## src/rtl/twos_pkg.sv

```systemverilog
// Shared definitions for the digit-serial two's-complement unit.
// Mode codes, FSM state codes and the per-mode invert/carry rule.
package twos_pkg;

    localparam logic [1:0] MODE_PASS = 2'b00;
    localparam logic [1:0] MODE_ONES = 2'b01;
    localparam logic [1:0] MODE_NEG  = 2'b10;
    localparam logic [1:0] MODE_ABS  = 2'b11;

    localparam logic [1:0] S_IDLE = 2'd0;
    localparam logic [1:0] S_RUN  = 2'd1;
    localparam logic [1:0] S_DONE = 2'd2;

    typedef struct packed {
        logic inv;
        logic cin;
    } ctl_t;

    // ABS negates only when the operand is negative.
    function automatic ctl_t mode_ctl(
        input logic [1:0] mode,
        input logic       msb
    );
        ctl_t c;
        c = '0;
        case (mode)
            MODE_PASS: c = '{inv: 1'b0, cin: 1'b0};
            MODE_ONES: c = '{inv: 1'b1, cin: 1'b0};
            MODE_NEG:  c = '{inv: 1'b1, cin: 1'b1};
            default:   c = '{inv: msb,  cin: msb};
        endcase
        return c;
    endfunction

endpackage

```

## src/rtl/twos_complement_serial_slice.sv

```systemverilog
// One DIGIT-wide chunk of the serial datapath: optional invert plus carry.
// Ports: chunk/inv/cin in, r/cout out; purely combinational.
module twos_digit_slice #(
    parameter int DIGIT = 2
) (
    input  logic [DIGIT-1:0] chunk,
    input  logic             inv,
    input  logic             cin,
    output logic [DIGIT-1:0] r,
    output logic             cout
);

    logic [DIGIT-1:0] opnd;

    assign opnd      = inv ? ~chunk : chunk;
    assign {cout, r} = {1'b0, opnd} + {{DIGIT{1'b0}}, cin};

endmodule

```

## src/rtl/twos_complement_serial.sv

```systemverilog
// Digit-serial pass / ones / negate / abs unit, LSB chunk first.
// Ports: clk, rst_n, en, mode, A in; Output, ready, busy, ovf, zero out.
module twos_complement_serial
    import twos_pkg::*;
#(
    parameter int WIDTH = 8,
    parameter int DIGIT = 2
) (
    input  logic             clk,
    input  logic             rst_n,
    input  logic             en,
    input  logic [1:0]       mode,
    input  logic [WIDTH-1:0] A,
    output logic [WIDTH-1:0] Output,
    output logic             ready,
    output logic             busy,
    output logic             ovf,
    output logic             zero
);

    localparam int N  = WIDTH / DIGIT;
    localparam int CW = (N > 1) ? $clog2(N) : 1;
    localparam logic [CW-1:0]    LAST    = CW'(N - 1);
    localparam logic [WIDTH-1:0] MOST_NEG = WIDTH'(1) << (WIDTH - 1);

    logic [1:0]       state_q, state_d;
    logic [WIDTH-1:0] sr_q, sr_d;
    logic [CW-1:0]    cnt_q, cnt_d;
    logic             carry_q, carry_d;
    logic             inv_q, inv_d;
    logic             ovf_pend_q, ovf_pend_d;
    logic [WIDTH-1:0] out_q, out_d;
    logic             ready_q, ready_d;
    logic             ovf_q, ovf_d;
    logic             zero_q, zero_d;

    logic [DIGIT-1:0]       r;
    logic                   cout;
    logic [WIDTH+DIGIT-1:0] cat;
    logic [WIDTH-1:0]       sr_next;
    ctl_t                   ctl;

    twos_digit_slice #(.DIGIT(DIGIT)) u_slice (
        .chunk (sr_q[DIGIT-1:0]),
        .inv   (inv_q),
        .cin   (carry_q),
        .r     (r),
        .cout  (cout)
    );

    // New digit enters at the top; after N shifts the register
    // holds the complete result in its natural bit order.
    assign cat     = {r, sr_q};
    assign sr_next = cat[WIDTH+DIGIT-1:DIGIT];
    assign ctl     = mode_ctl(mode, A[WIDTH-1]);

    always_comb begin
        state_d    = state_q;
        sr_d       = sr_q;
        cnt_d      = cnt_q;
        carry_d    = carry_q;
        inv_d      = inv_q;
        ovf_pend_d = ovf_pend_q;
        out_d      = out_q;
        ready_d    = 1'b0;
        ovf_d      = ovf_q;
        zero_d     = zero_q;
        unique case (state_q)
            S_IDLE: begin
                if (en) begin
                    sr_d       = A;
                    cnt_d      = '0;
                    inv_d      = ctl.inv;
                    carry_d    = ctl.cin;
                    ovf_pend_d = (mode == MODE_NEG || mode == MODE_ABS)
                                 && (A == MOST_NEG);
                    state_d    = S_RUN;
                end
            end
            S_RUN: begin
                sr_d    = sr_next;
                carry_d = cout;
                cnt_d   = cnt_q + CW'(1);
                if (cnt_q == LAST) begin
                    out_d   = sr_next;
                    ovf_d   = ovf_pend_q;
                    zero_d  = (sr_next == '0);
                    ready_d = 1'b1;
                    state_d = S_DONE;
                end
            end
            S_DONE: state_d = S_IDLE;
            default: state_d = S_IDLE;
        endcase
    end

    always_ff @(posedge clk) begin
        if (!rst_n) begin
            state_q    <= S_IDLE;
            sr_q       <= '0;
            cnt_q      <= '0;
            carry_q    <= 1'b0;
            inv_q      <= 1'b0;
            ovf_pend_q <= 1'b0;
            out_q      <= '0;
            ready_q    <= 1'b0;
            ovf_q      <= 1'b0;
            zero_q     <= 1'b0;
        end else begin
            state_q    <= state_d;
            sr_q       <= sr_d;
            cnt_q      <= cnt_d;
            carry_q    <= carry_d;
            inv_q      <= inv_d;
            ovf_pend_q <= ovf_pend_d;
            out_q      <= out_d;
            ready_q    <= ready_d;
            ovf_q      <= ovf_d;
            zero_q     <= zero_d;
        end
    end

    assign Output = out_q;
    assign ready  = ready_q;
    assign busy   = (state_q != S_IDLE);
    assign ovf    = ovf_q;
    assign zero   = zero_q;

endmodule

```

## config.mk

```make
export PLATFORM = sky130hd
export DESIGN_NAME = twos_complement_serial
export DESIGN_NICKNAME = d
export VERILOG_FILES = /design/src/rtl/twos_pkg.sv /design/src/rtl/twos_complement_serial_slice.sv /design/src/rtl/twos_complement_serial.sv
export SDC_FILE = /design/constraint.sdc
export NUM_CORES = 1
export LEC_CHECK = 0
export BUFFER_PORTS_ARGS = -buffer_cell sky130_fd_sc_hd__buf_4
export CORE_ASPECT_RATIO = 0.75
export CORE_MARGIN = 1
export CORE_UTILIZATION = 52
export DETAILED_ROUTE_END_ITERATION = 8
export MAX_ROUTING_LAYER = met4
export PLACE_DENSITY = 0.77
export SYNTH_ARGS = -nofsm -noshare
export SYNTH_HDL_FRONTEND = slang
export SYNTH_HIERARCHICAL = 1
export SYNTH_SLANG_ARGS = --single-unit
```

## constraint.sdc

```tcl
create_clock -name clk -period 1.7 [get_ports clk]
set_input_delay 0.17 -clock clk [delete_from_list [all_inputs] [get_ports clk]]
set_output_delay 0.17 -clock clk [all_outputs]
set_load 0.03 [all_outputs]
```

* Word level (Yosys, flattened, before mapping)
Index checks and enable logic that the tools add are counted.
** Word-level totals
- RAM bits :: 0
- Bits of input ports :: 13
- Memories kept :: 0
- Output and inout bits :: 12
- Register bits after elaboration :: 26
- Memory bits (read-only) :: 0
- Bits in latches :: 0
- Word-level logic and storage cells :: 45
** Operators by class
- Reductions and logical operators :: 12
- Bitwise logic cells :: 1
- Equal/unequal tests :: 8
- Magnitude comparators :: 0
- Shifts and indexed selects :: 0
- Multipliers :: 0
- $add $sub $neg :: 2
- Divide/modulo/power cells :: 0
- Muxes and demuxes :: 12
** Operators by type and width (number)
- 8-bit case mux with 2 select lines :: 1
- 2-bit AND reduction :: 5
- 8-bit == test (second input constant) :: 1
- 8-bit zero test :: 1
- 2-bit two-way mux :: 4
- 8-bit two-way mux :: 1
- 2-bit case mux with 2 select lines :: 2
- 2-bit == test (second input constant) :: 3
- 2-bit case mux with 3 select lines :: 1
- 2-bit by 1-bit == test with 1-bit output (second input constant) :: 2
- 2-bit zero test :: 2
- 2-bit inequality test (second input constant) :: 2
- 2-bit nonzero test :: 2
- 2-bit by 1-bit adder with 3-bit output :: 1
- 2-bit by 1-bit adder with 2-bit output (second input constant) :: 1
- 1-bit two-way mux :: 2
- 2-bit inverter :: 1
- 1-bit case mux with 2 select lines :: 1
- 1-bit logical AND :: 1
- 1-bit logical OR :: 1

* Longest topological paths before layout
Gate-level depths: netlist of run 1.
- Depth after elaboration :: 4
- Mapped depth :: 6
- Mapped depth without buffers :: 6

* Hierarchy
The synthesis of run 1 kept the hierarchy.
** Modules (own cells, without submodules)
- twos_complement_serial :: cells each 126, instances 1, area an instance 1093.5 um^2
- twos_digit_slice :: cells each 4, instances 1, area an instance 42.5 um^2

* Least setup slack after synthesis of run 1
OpenSTA, ideal clock, no wires.
- Path kind :: reg-to-reg
- Start point :: register inv_q
- End point :: register zero_q (netlist: zero)
- Arrival :: 1407 ps
- Path slack :: 223 ps
- Library setup time :: 70 ps
- Stages on the path, launching flop included :: 7
- Required time :: 1630 ps
- Buffers on the path :: 0
- Path through :: dfxtp_1 > xor2_1 > ha_1 > ha_1 > nor4_1 > nand3_1 > a21oi_1
** Between the ends
- Word-level cells in the longest chain between the ends :: 3
** RTL lines
- start: declaration :: RTL line twos_complement_serial.sv:30 : logic inv_q, inv_d;
- start signal: assignment :: RTL line twos_complement_serial.sv:114 : inv_q <= inv_d;
- 2-bit two-way mux :: RTL line twos_complement_serial_slice.sv:15 : assign opnd = inv ? ~chunk : chunk;
- 2-bit by 1-bit adder with 3-bit output :: RTL line twos_complement_serial_slice.sv:16 : assign {cout, r} = {1'b0, opnd} + {{DIGIT{1'b0}}, cin};
- via r[1] :: RTL line twos_complement_serial.sv:37 : logic [DIGIT-1:0] r;
- 8-bit zero test :: RTL line twos_complement_serial.sv:87 : zero_d = (sr_next == '0);
- end signal: assignment :: RTL line twos_complement_serial.sv:119 : zero_q <= zero_d;
- end: declaration :: RTL line twos_complement_serial.sv:35 : logic zero_q, zero_d;
The timed path passes the listed nets, and every way through them passes these cells.
A chain may end at the register's enable or synchronous reset.

* Worst setup path after layout of run 1
Same ends and word-level chain as after synthesis.

==> results of run 1 <==
-- layout make-up --
type | count | area [um2] | area share
tap | 24 | 30.03 | 0.02172
clock buffer | 4 | 36.28 | 0.02624
multi-input combinational | 95 | 585.6 | 0.4235
sequential | 26 | 520.5 | 0.3765
inverter | 2 | 7.507 | 0.005430
timing repair buffer | 27 | 202.7 | 0.1466
-- tightest hold or removal path: stages --
cell	delay (ps)
buf_4	90
or4_1	100
o21ai_1	60
-- layer usage --
layer	GRT usage	vias to the layer above	wire (um)
li1	-	503	-
met1	0.2981	474	1166
met2	0.4167	26	1203
met3	0.07099	6	130
met4	0.06341	0	36
met5	-	-	0
-- sequential cells by signal (all words and copies together), names as in the netlist --
| name | count |
|---|---|
| Output | 8 |
| carry_q | 1 |
| cnt_q | 2 |
| inv_q | 1 |
| ovf | 1 |
| ovf_pend_q | 1 |
| ready | 1 |
| sr_q | 8 |
| state_q | 2 |
| zero | 1 |
-- stage by stage --
step	worst slack [ps]	power, mW	cells
detailed placement	51.57	0.8429	174
CTS	11.81	1.142	178
global placement	182.6	0.8338	174
finish	169.9	1.146	178
floorplan	222.8	0.7765	130
global route	98.52	1.200	178
-- synth_stat cells (2+ instances only) --
library cell,count,area share
dfxtp_1,26,0.46
nand2_1,22,0.073
a21oi_1,20,0.088
o21ai_0,10,0.044
mux2i_1,8,0.070
clkbuf_1,5,0.017
ha_1,5,0.055
nor2_1,5,0.017
nand3_1,3,0.013
and2_1,2,0.011
buf_2,2,0.0088
inv_1,2,0.0066
nand3b_1,2,0.013
nor4_1,2,0.011
or4_1,2,0.013
xor2_1,2,0.015
-- path summary, 6_finish.rpt --
| kind | endpoint | startpoint | cells past startpoint |
|---|---|---|---|
| worst min-delay path | ovf_pend_q$_SDFFE_PN0P_ | A[5] | 3 |
| worst min register to register | Output[5]$_SDFFE_PN0P_ | Output[5]$_SDFFE_PN0P_ | 2 |
| worst max register to register | zero$_SDFFE_PN0P_ | inv_q$_SDFFE_PN0P_ | 6 |
| worst max-delay path | zero$_SDFFE_PN0P_ | inv_q$_SDFFE_PN0P_ | 6 |
-- cell families (layout without fill, tap and decap cells) --
group | Yosys count | after routing | share of synthesized area
compound gates | 34 | 34 | 0.1608
xor+xnor | 2 | 2 | 0.01542
buf+inv | 9 | 33 | 0.03194
simple gates | 45 | 45 | 0.1982
flops | 26 | 26 | 0.4582
fa+ha+maj | 5 | 5 | 0.05507
mux | 9 | 9 | 0.08040
-- report_power, final --
part | internal (mW) | total [mW] | leakage, nW | switching [mW]
registers | 0.636 | 0.666 | 0.212 | 0.0299
logic | 0.0812 | 0.171 | 0.374 | 0.0899
clock network | 0.131 | 0.308 | 0.0210 | 0.177
total | 0.848 | 1.15 | 0.608 | 0.297
-- timing repair --
item,CTS,global route
hold endpoints to repair,0,0
setup endpoints to repair,0,1
gates resized for setup,0,1
==> metrics.csv, run 1 <==
stage,metric,value,unit
timing,rsz0062_at_grt,no,
clocking,clk_latency,320,ps
critical_path,cp_common_cell,ha_1,
critical_path,crit_type,reg -> reg,
die,die_width,55.97,um
synth,synth_seq_cells,26,
clocking,cts.clk_slew.worst_paths,130,ps
clocking,clockBufferDepth,2,
placed_design,dp_hpwl,1932,um
synth,synthArstFlopShare,0,
timing,maxSlewHeadroom,0.7055,
critical_path,crit_fanout,3,
run,cap_violations,0,
layout,final_util,0.6804,
clocking,cts_num_sinks,26,
critical_path,start_kind,register,
synth,syn-instance-count,130,
detailed_routing,drt_iter0_markers,24,
synth,synth_edf_count,0,
critical_path,rrSetupSlack,170,ps
layout,final_layout_size_suffix_gt1_frac,0.2273,
critical_path,cp_slowest_stage_delay,370,ps
global_route,antenna_found_initial,0,
power,ir_worst_vdd,0.8218,mV
detailed_routing,dr.pass1.iters,4,
die,placementRows,14,
clocking,cts_hold_buf,0,
synth,ys.flop_type,dfxtp_1,
timing,finalClockSkew,1.950,ps
global_route,grt_pass1_wl,4491,um
detailed_routing,via_per_inst,5.669,
die,io_pins,25,
timing,post-route-period-util,0.9000,
critical_path,crit_arrival,1790,ps
synth,yosysSeqAreaShare,0.4581,
layout,layout_commonest_cell,buf_4,
critical_path,critical-path-top-delay-family,adder cells,
detailed_routing,postRouteAntennaNets,0,
timing,fin_setup_tns,0,ps
synth,ys_types,28,
clocking,cts_setup_buffers,0,
synth,synth_warnings,6,
die,initial_core_util,0.5591,
global_route,grt_use_total,0.2491,
critical_path,cp-end-kind,register,
run_status,status,"complete, no violations",
global_route,grt_max_degree,20,
worst_hold_path,hold_path.class,in -> reg,
die,die_y,42.48,um
critical_path,required,1960,ps
timing,setup_viol,0,
timing,finalMaxSlewViolations,0,
clocking,numCtsBuffers,3,
critical_path,cp_slowest_cell,dfxtp_1,
detailed_routing,vias,1009,
layout,layout_common_cells,"buf_4 (27), dfxtp_1 (26), nand2_1 (22)",
die,coreArea,2032,um2
timing,hold_violations,0,
critical_path,worstPathCellList,"xor2_1, ha_1, ha_1, nor4_2, nand3_1, a21oi_1",
global_route,globalRouteOverflowTotal,0,
placed_design,numPortBuffers,24,
placed_design,place_congestion,0.8283,
placed_design,placed_cell_area,1340,um2
layout,layout.nets,173,
synth,syn_area_per_cell,8.739,um2
layout,antenna_cells,0,
synth,syn_area,1136,um2
timing,finalCriticalPeriod,1530,ps
timing,worst_pin_slew,440.5,ps
layout,area.growth.synth_to_final,21.70,%
clocking,cts-root-buf,clkbuf_4,
clocking,ctsHtreeMaxLevel,1,
detailed_routing,finalWirelength,2537,um
synth,synth_nets,148,
timing,max_freq,653.6,MHz
detailed_routing,drc,0,
timing,fin_hold_ws,128.2,ps
die,dieArea,2378,um2
power,cellLeakagePower,0.6077,nW
clocking,cts_tree,yes,
layout,n_fill_cell,161,
power,power.density_cell_area,828.7,nW/um2
detailed_routing,wl_per_cell,14.25,um
layout,stdcell_area,1383,um2
critical_path,worst-path-buf-inv,0,
global_route,grt_pass1_vias,1030,
No activity file was read; power rests on OpenSTA's default activity.
==> inputs of run 2 (changes only) <==
Settings changed: BUFFER_PORTS_ARGS -buffer_cell sky130_fd_sc_hd__buf_4 to default, CORE_UTILIZATION 52 to 55, DONT_BUFFER_PORTS from default to 1, PLACE_DENSITY 0.77 to 0.7.
Clock period 1.7 ns to 1.67 ns, I/O delays scaled along.
==> run 2 against run 1 <==
The flow now finishes with violations (negative hold slack). Routed wire length down 7.3%. Sequential power up 2%. Cell area down 12%. Clock skew up 7.2 ps. Global-route usage up 0.29 points. Largest cell class unchanged.
==> metrics.csv, run 2 (synthesis gave the netlist of run 1 again) <==
stage,metric,value,unit
die,placementRows,13,
worst_hold_path,hold_path.class,in -> reg,
layout,regArea,520.5,um2
clocking,numCtsBuffers,3,
run_status,status,finished with violations,
global_route,grt_max_degree,20,
clocking,cts_num_sinks,26,
critical_path,crit_type,reg -> reg,
layout,final_layout_size_suffix_gt1_frac,0.08397,
layout,antenna_cells,0,
critical_path,crit_fanout,3,
timing,fin_setup_tns,0,ps
placed_design,numPortBuffers,0,
global_route,antenna_found_initial,0,
timing,setup_viol,0,
power,power_frac_comb,0.124,
clocking,cts-root-buf,clkbuf_4,
clocking,ctsHtreeMaxLevel,1,
power,power.density_cell_area,944.6,nW/um2
clocking,clockBufferDepth,2,
timing,worst_pin_slew,449.8,ps
die,coreArea,1838,um2
layout,layout_common_cells,"dfxtp_1 (26), nand2_1 (22), a21oi_1 (20)",
timing,maxSlewHeadroom,0.6992,
timing,hold_violations,1,
power,p_int,845.4,uW
layout,n_fill_cell,160,
power,finalPower,1.143,mW
timing,rsz0062_at_grt,no,
layout,layout.nets,150,
run,cap_violations,0,
power,cellLeakagePower,0.4890,nW
critical_path,crit_arrival,1760,ps
placed_design,dp_hpwl,1662,um
timing,fin_hold_ws,-11.91,ps
detailed_routing,vias,896,
layout,stdcell_count,153,
timing,finalClockSkew,9.145,ps
detailed_routing,drc,0,
timing,post-route-period-util,0.8864,
global_route,grt_pass1_vias,765,
clocking,cts.clk_slew.worst_paths,140,ps
global_route,grt_use_total,0.2521,
timing,finalMaxSlewViolations,0,
critical_path,cp-end-kind,register,
clocking,cts_setup_buffers,0,
layout,multi_input_area,585.6,um2
clocking,clk_latency,330,ps
placed_design,placedCellCount,148,
die,initial_core_util,0.6181,
critical_path,required,1950,ps
detailed_routing,postRouteAntennaNets,0,
die,dieArea,2253,um2
power,swShare,0.2603,
power,netSwitchingPower,297.5,uW
power,p_clk_frac,0.283,
clocking,cts_tree,yes,
detailed_routing,drt_iter0_markers,19,
timing,max_freq,675.6,MHz
detailed_routing,wl_per_cell,15.38,um
detailed_routing,finalWirelength,2353,um
layout,layout_commonest_cell,dfxtp_1,
die,io_pins,25,
detailed_routing,dr.pass1.iters,4,
power,seqPwrFrac,0.593,
layout,area.growth.synth_to_final,6.498,%
global_route,grt_pass1_wl,3608,um
die,die_y,41.36,um
global_route,globalRouteOverflowTotal,0,
detailed_routing,via_per_inst,5.856,
placed_design,place_congestion,0.8348,
run_status,violations,negative hold slack,
critical_path,start_kind,register,
die,die_width,54.48,um
power,ir_worst_vdd,0.6210,mV
timing,finalCriticalPeriod,1480,ps
## run 2: cell count changes in the layout (fill, tap and decap cells not counted)
cell / before / now
dlygate4sd3_1: 0 / 1
buf_4: 27 / 3
## run 2: layout make-up
type                    instances  share of cell area
inverters                       2            0.006205
clock buffers                   4             0.02999
well taps                      22             0.02275
multi-input cells              95              0.4840
repair buffers                  4             0.02689
flip-flops and latches         26              0.4302
## run 2: worst max-delay path, cell delays in order, from the launching register on
cell and delay [ps]:
dfxtp_1 360, xor2_1 160, ha_1 180, ha_1 310, nor4_2 170, nand3_1 110, a21oi_1 130
## run 2: power by group through the flow
| stage | sequential [mW] | combinational, mW | clock (mW) |
|---|---|---|---|
| 2_1_floorplan | 0.680 | 0.111 | 0 |
| 3_3_place_gp | 0.687 | 0.130 | 0 |
| 3_5_place_dp | 0.689 | 0.134 | 0 |
| 4_1_cts | 0.675 | 0.139 | 0.325 |
| 5_1_grt | 0.681 | 0.159 | 0.348 |
| 6_report | 0.678 | 0.142 | 0.323 |
## run 2: per-stage QoR
step	utilization	setup slack (ps)	area, um2	hold WS [ps]
3_5_place_dp	0.6297	78.17	1157	303.7
2_1_floorplan	-	192.8	1136	342.0
5_1_grt	0.6583	77.30	1210	0.6904
4_1_cts	0.6549	44.97	1204	3.008
6_report	0.6583	189.8	1210	-11.91
3_3_place_gp	0.6297	145.7	1157	292.0
## run 2: final timing paths
path | start | end | slack, ps | cells past startpoint
max | inv_q$_SDFFE_PN0P_ | zero$_SDFFE_PN0P_ | 190 | 6
min | rst_n | sr_q[0]$_SDFFE_PN0P_ | -10 | 2
max reg2reg | inv_q$_SDFFE_PN0P_ | zero$_SDFFE_PN0P_ | 190 | 6
min reg2reg | ovf_pend_q$_SDFFE_PN0P_ | ovf_pend_q$_SDFFE_PN0P_ | 480 | 2
## run 2: per-layer routing
metal,GRT usage,wire (um),vias up
met4,0.1346,48,0
met5,-,0,-
li1,-,-,456
met3,0.09420,127,8
met2,0.3659,981,22
met1,0.3062,1194,410
## run 2: timing repair
| action | 4_1_cts | 5_1_grt |
|---|---|---|
| setup endpoints to repair | 0 | 1 |
| endpoints found under the hold margin | 9 | 0 |
| gates resized for setup | 0 | 1 |
| hold buffers | 1 | 0 |
==> inputs of run 3 (changes only) <==
Settings changed: SKIP_LAST_GASP from default to 1, SYNTH_HIERARCHICAL 1 to default.
==> run 3 against run 2 <==
The run now ends clean. Worst setup slack worse by 53 ps. Final cell count is 12% higher. Sequential power hardly changed. Highest routed layer unchanged. Utilization is 4.3 points higher.
==> metrics.csv, run 3 <==
stage,metric,value,unit
run_status,status,"complete, no violations",
timing,post-route-period-util,0.9182,
critical_path,reg2reg_depth,6,
critical_path,cp_common_cell,ha_1,
detailed_routing,drc,0,
clocking,ctsHtreeMaxLevel,1,
timing,finalCriticalPeriod,1533,ps
timing,setup_viol,0,
synth,synthArstFlopShare,0,
clocking,cts_tree,yes,
layout,stdcell_count,171,
layout,final_layout_size_suffix_gt1_frac,0.06711,
synth,synth_compound_area_frac,0.1681,
synth,synth_top_area_frac,0.4571,
critical_path,worst-path-buf-inv,0,
clocking,cts.clk_slew.worst_paths,130,ps
detailed_routing,wl_per_cell,15.65,um
layout,area.growth.synth_to_final,13.19,%
clocking,cts_setup_buffers,0,
critical_path,crit_arrival,1790,ps
critical_path,crit_type,reg -> reg,
clocking,numCtsBuffers,3,
global_route,globalRouteOverflowTotal,0,
die,coreArea,1838,um2
critical_path,cp_slowest_cell,dfxtp_1,
clocking,cts-root-buf,clkbuf_4,
synth,synth_commonest_cells,"nand2_1 (38), dfxtp_1 (26), a21oi_1 (12)",
timing,hold_violations,0,
layout,layout.nets,169,
critical_path,start_kind,register,
layout,layout_commonest_cell,nand2_1,
synth,synth_simple_gate_area_share,0.2538,
placed_design,dp_hpwl,1746,um
detailed_routing,drt_iter0_markers,13,
synth,syn_area_per_cell,8.133,um2
synth,synth_edf_count,0,
synth,ys_types,29,
synth,ys.flop_type,dfxtp_1,
power,ir_worst_vdd,0.7674,mV
synth,syn-instance-count,140,
detailed_routing,via_per_inst,5.895,
synth,netlist_top_cells_area,"dfxtp_1 (46%), nand2_1 (13%), ha_1 (5.5%), a21oi_1 (5.3%), a31oi_1 (4.4%)",
critical_path,required,1930,ps
timing,rsz0062_at_grt,no,
critical_path,crit_cells,6,
critical_path,cp_slowest_stage_delay,360,ps
synth,yosysSeqAreaShare,0.4571,
clocking,cts_num_sinks,26,
die,die_y,41.41,um
layout,regArea,520.5,um2
layout,n_fill_cell,174,
synth,synth-xor-area-share,0.01538,
timing,max_freq,652.1,MHz
synth,synth_top_family_by_area,simple AND/OR/NAND/NOR gates,
worst_hold_path,hold_path_depth,2,
timing,finalClockSkew,4.588,ps
synth,synth_warnings,0,
clocking,clockBufferDepth,2,
die,io_pins,25,
timing,fin_setup_tns,0,ps
synth,synth_nets,158,
worst_hold_path,hold_path.class,in -> reg,
synth,synth_seq_cells,26,
die,initial_core_util,0.6195,
timing,setup_ws,136.6,ps
critical_path,critical-path-top-delay-family,adder cells,
detailed_routing,dr.pass1.iters,4,
placed_design,dp_slack,109.6,ps
power,power.density_cell_area,847.9,nW/um2
power,finalPower,1.093,mW
synth,yosysMostFrequentCell,nand2_1,
placed_design,placedCellCount,157,
critical_path,crit_fanout,3,
critical_path,worstPathCellList,"xor2_1, ha_1, ha_1, nor4_2, nand3_1, a21oi_1",
global_route,grt_pass1_wl,4278,um
synth,yosysTopAreaCell,dfxtp_1,
layout,layout_common_cells,"nand2_1 (38), dfxtp_1 (26), a21oi_1 (12)",
detailed_routing,finalWirelength,2676,um
die,die_width,54.54,um
global_route,grt_use_total,0.2704,
die,dieArea,2258,um2
timing,finalMaxSlewViolations,0,
global_route,antenna_found_initial,0,
synth,synthMuxAreaShare,0.009890,
timing,worst_pin_slew,452.0,ps
clocking,clk_latency,310,ps
layout,stdcell_area,1289,um2
run,cap_violations,0,
placed_design,placed_cell_area,1150,um2
timing,maxSlewHeadroom,0.6987,
power,cellLeakagePower,0.4924,nW
layout,multi_input_area,578.1,um2
detailed_routing,vias,1008,
placed_design,numPortBuffers,0,
critical_path,cp-end-kind,register,
layout,antenna_cells,0,
placed_design,place_congestion,0.8315,
detailed_routing,postRouteAntennaNets,0,
global_route,grt_pass1_vias,932,
die,placementRows,13,
global_route,grt_max_degree,20,
synth,synthAdderAreaFrac,0.05495,
synth,syn_area,1139,um2
==> run 3: changes by cell type in the layout (fill, tap and decap cells not counted), sizes merged <==
cell and delta:
dlygate4sd3 +10, o221ai -1, clkbuf -1, nor2b +1, nand3b -1, o211ai +1, a31oi +8, nand2 +16
a21oi -8, nand3 +1, mux2i -8
==> run 3: cells by family after synthesis <==
kind of cell | Yosys count
simple gates | 62
compound gates | 34
flops | 26
buf+inv | 10
fa+ha+maj | 5
xor+xnor | 2
mux | 1
==> run 3: layout make-up <==
| class | instances | area share |
|---|---|---|
| flip-flops and latches | 26 | 0.4039 |
| inverters | 2 | 0.005825 |
| clock buffers | 3 | 0.01748 |
| repair buffers | 14 | 0.1029 |
| well taps | 22 | 0.02136 |
| multi-input cells | 104 | 0.4485 |
==> run 3: routing by layer <==
metal / vias to the layer above / part of all wire / track usage
li1: 502 / - / -
met1: 478 / 0.46 / 0.3632
met2: 26 / 0.49 / 0.4171
met3: 2 / 0.043 / 0.08425
met4: 0 / 0.0086 / 0.01538
met5: - / 0 / -
==> run 3: path summary, 6_finish.rpt <==
kind                                 from                   end  slack (ps)
hold reg to reg   ovf_pend_q$_SDFFE_PN0P_      ovf$_SDFFE_PN0P_         480
hold / removal                       A[6]  sr_q[6]$_SDFFE_PN0P_          10
setup / recovery       inv_q$_SDFFE_PN0P_     zero$_SDFFE_PN0P_         140
setup reg to reg       inv_q$_SDFFE_PN0P_     zero$_SDFFE_PN0P_         140
==> run 3: power by group <==
group / internal (mW) / switching [mW]
Sequential: 0.647 / 0.0274
Clock: 0.0843 / 0.172
Combinational: 0.0729 / 0.0887
Total: 0.804 / 0.288
==> run 3: what timing repair did <==
| item | 4_1_cts | 5_1_grt |
|---|---|---|
| hold buffers | 8 | 3 |
| setup endpoints to repair | 0 | 1 |
| endpoints found under the hold margin | 10 | 2 |
| gates resized for setup | 0 | 1 |
==> run 3: per-stage QoR <==
| stage | utilization | hold slack, ps |
|---|---|---|
| finish | 0.7012 | 10.39 |
| global placement | 0.6256 | 294.0 |
| detailed placement | 0.6256 | 293.5 |
| global route | 0.7012 | 0.1335 |
| floorplan | - | 305.3 |
| CTS | 0.6814 | 5.432 |
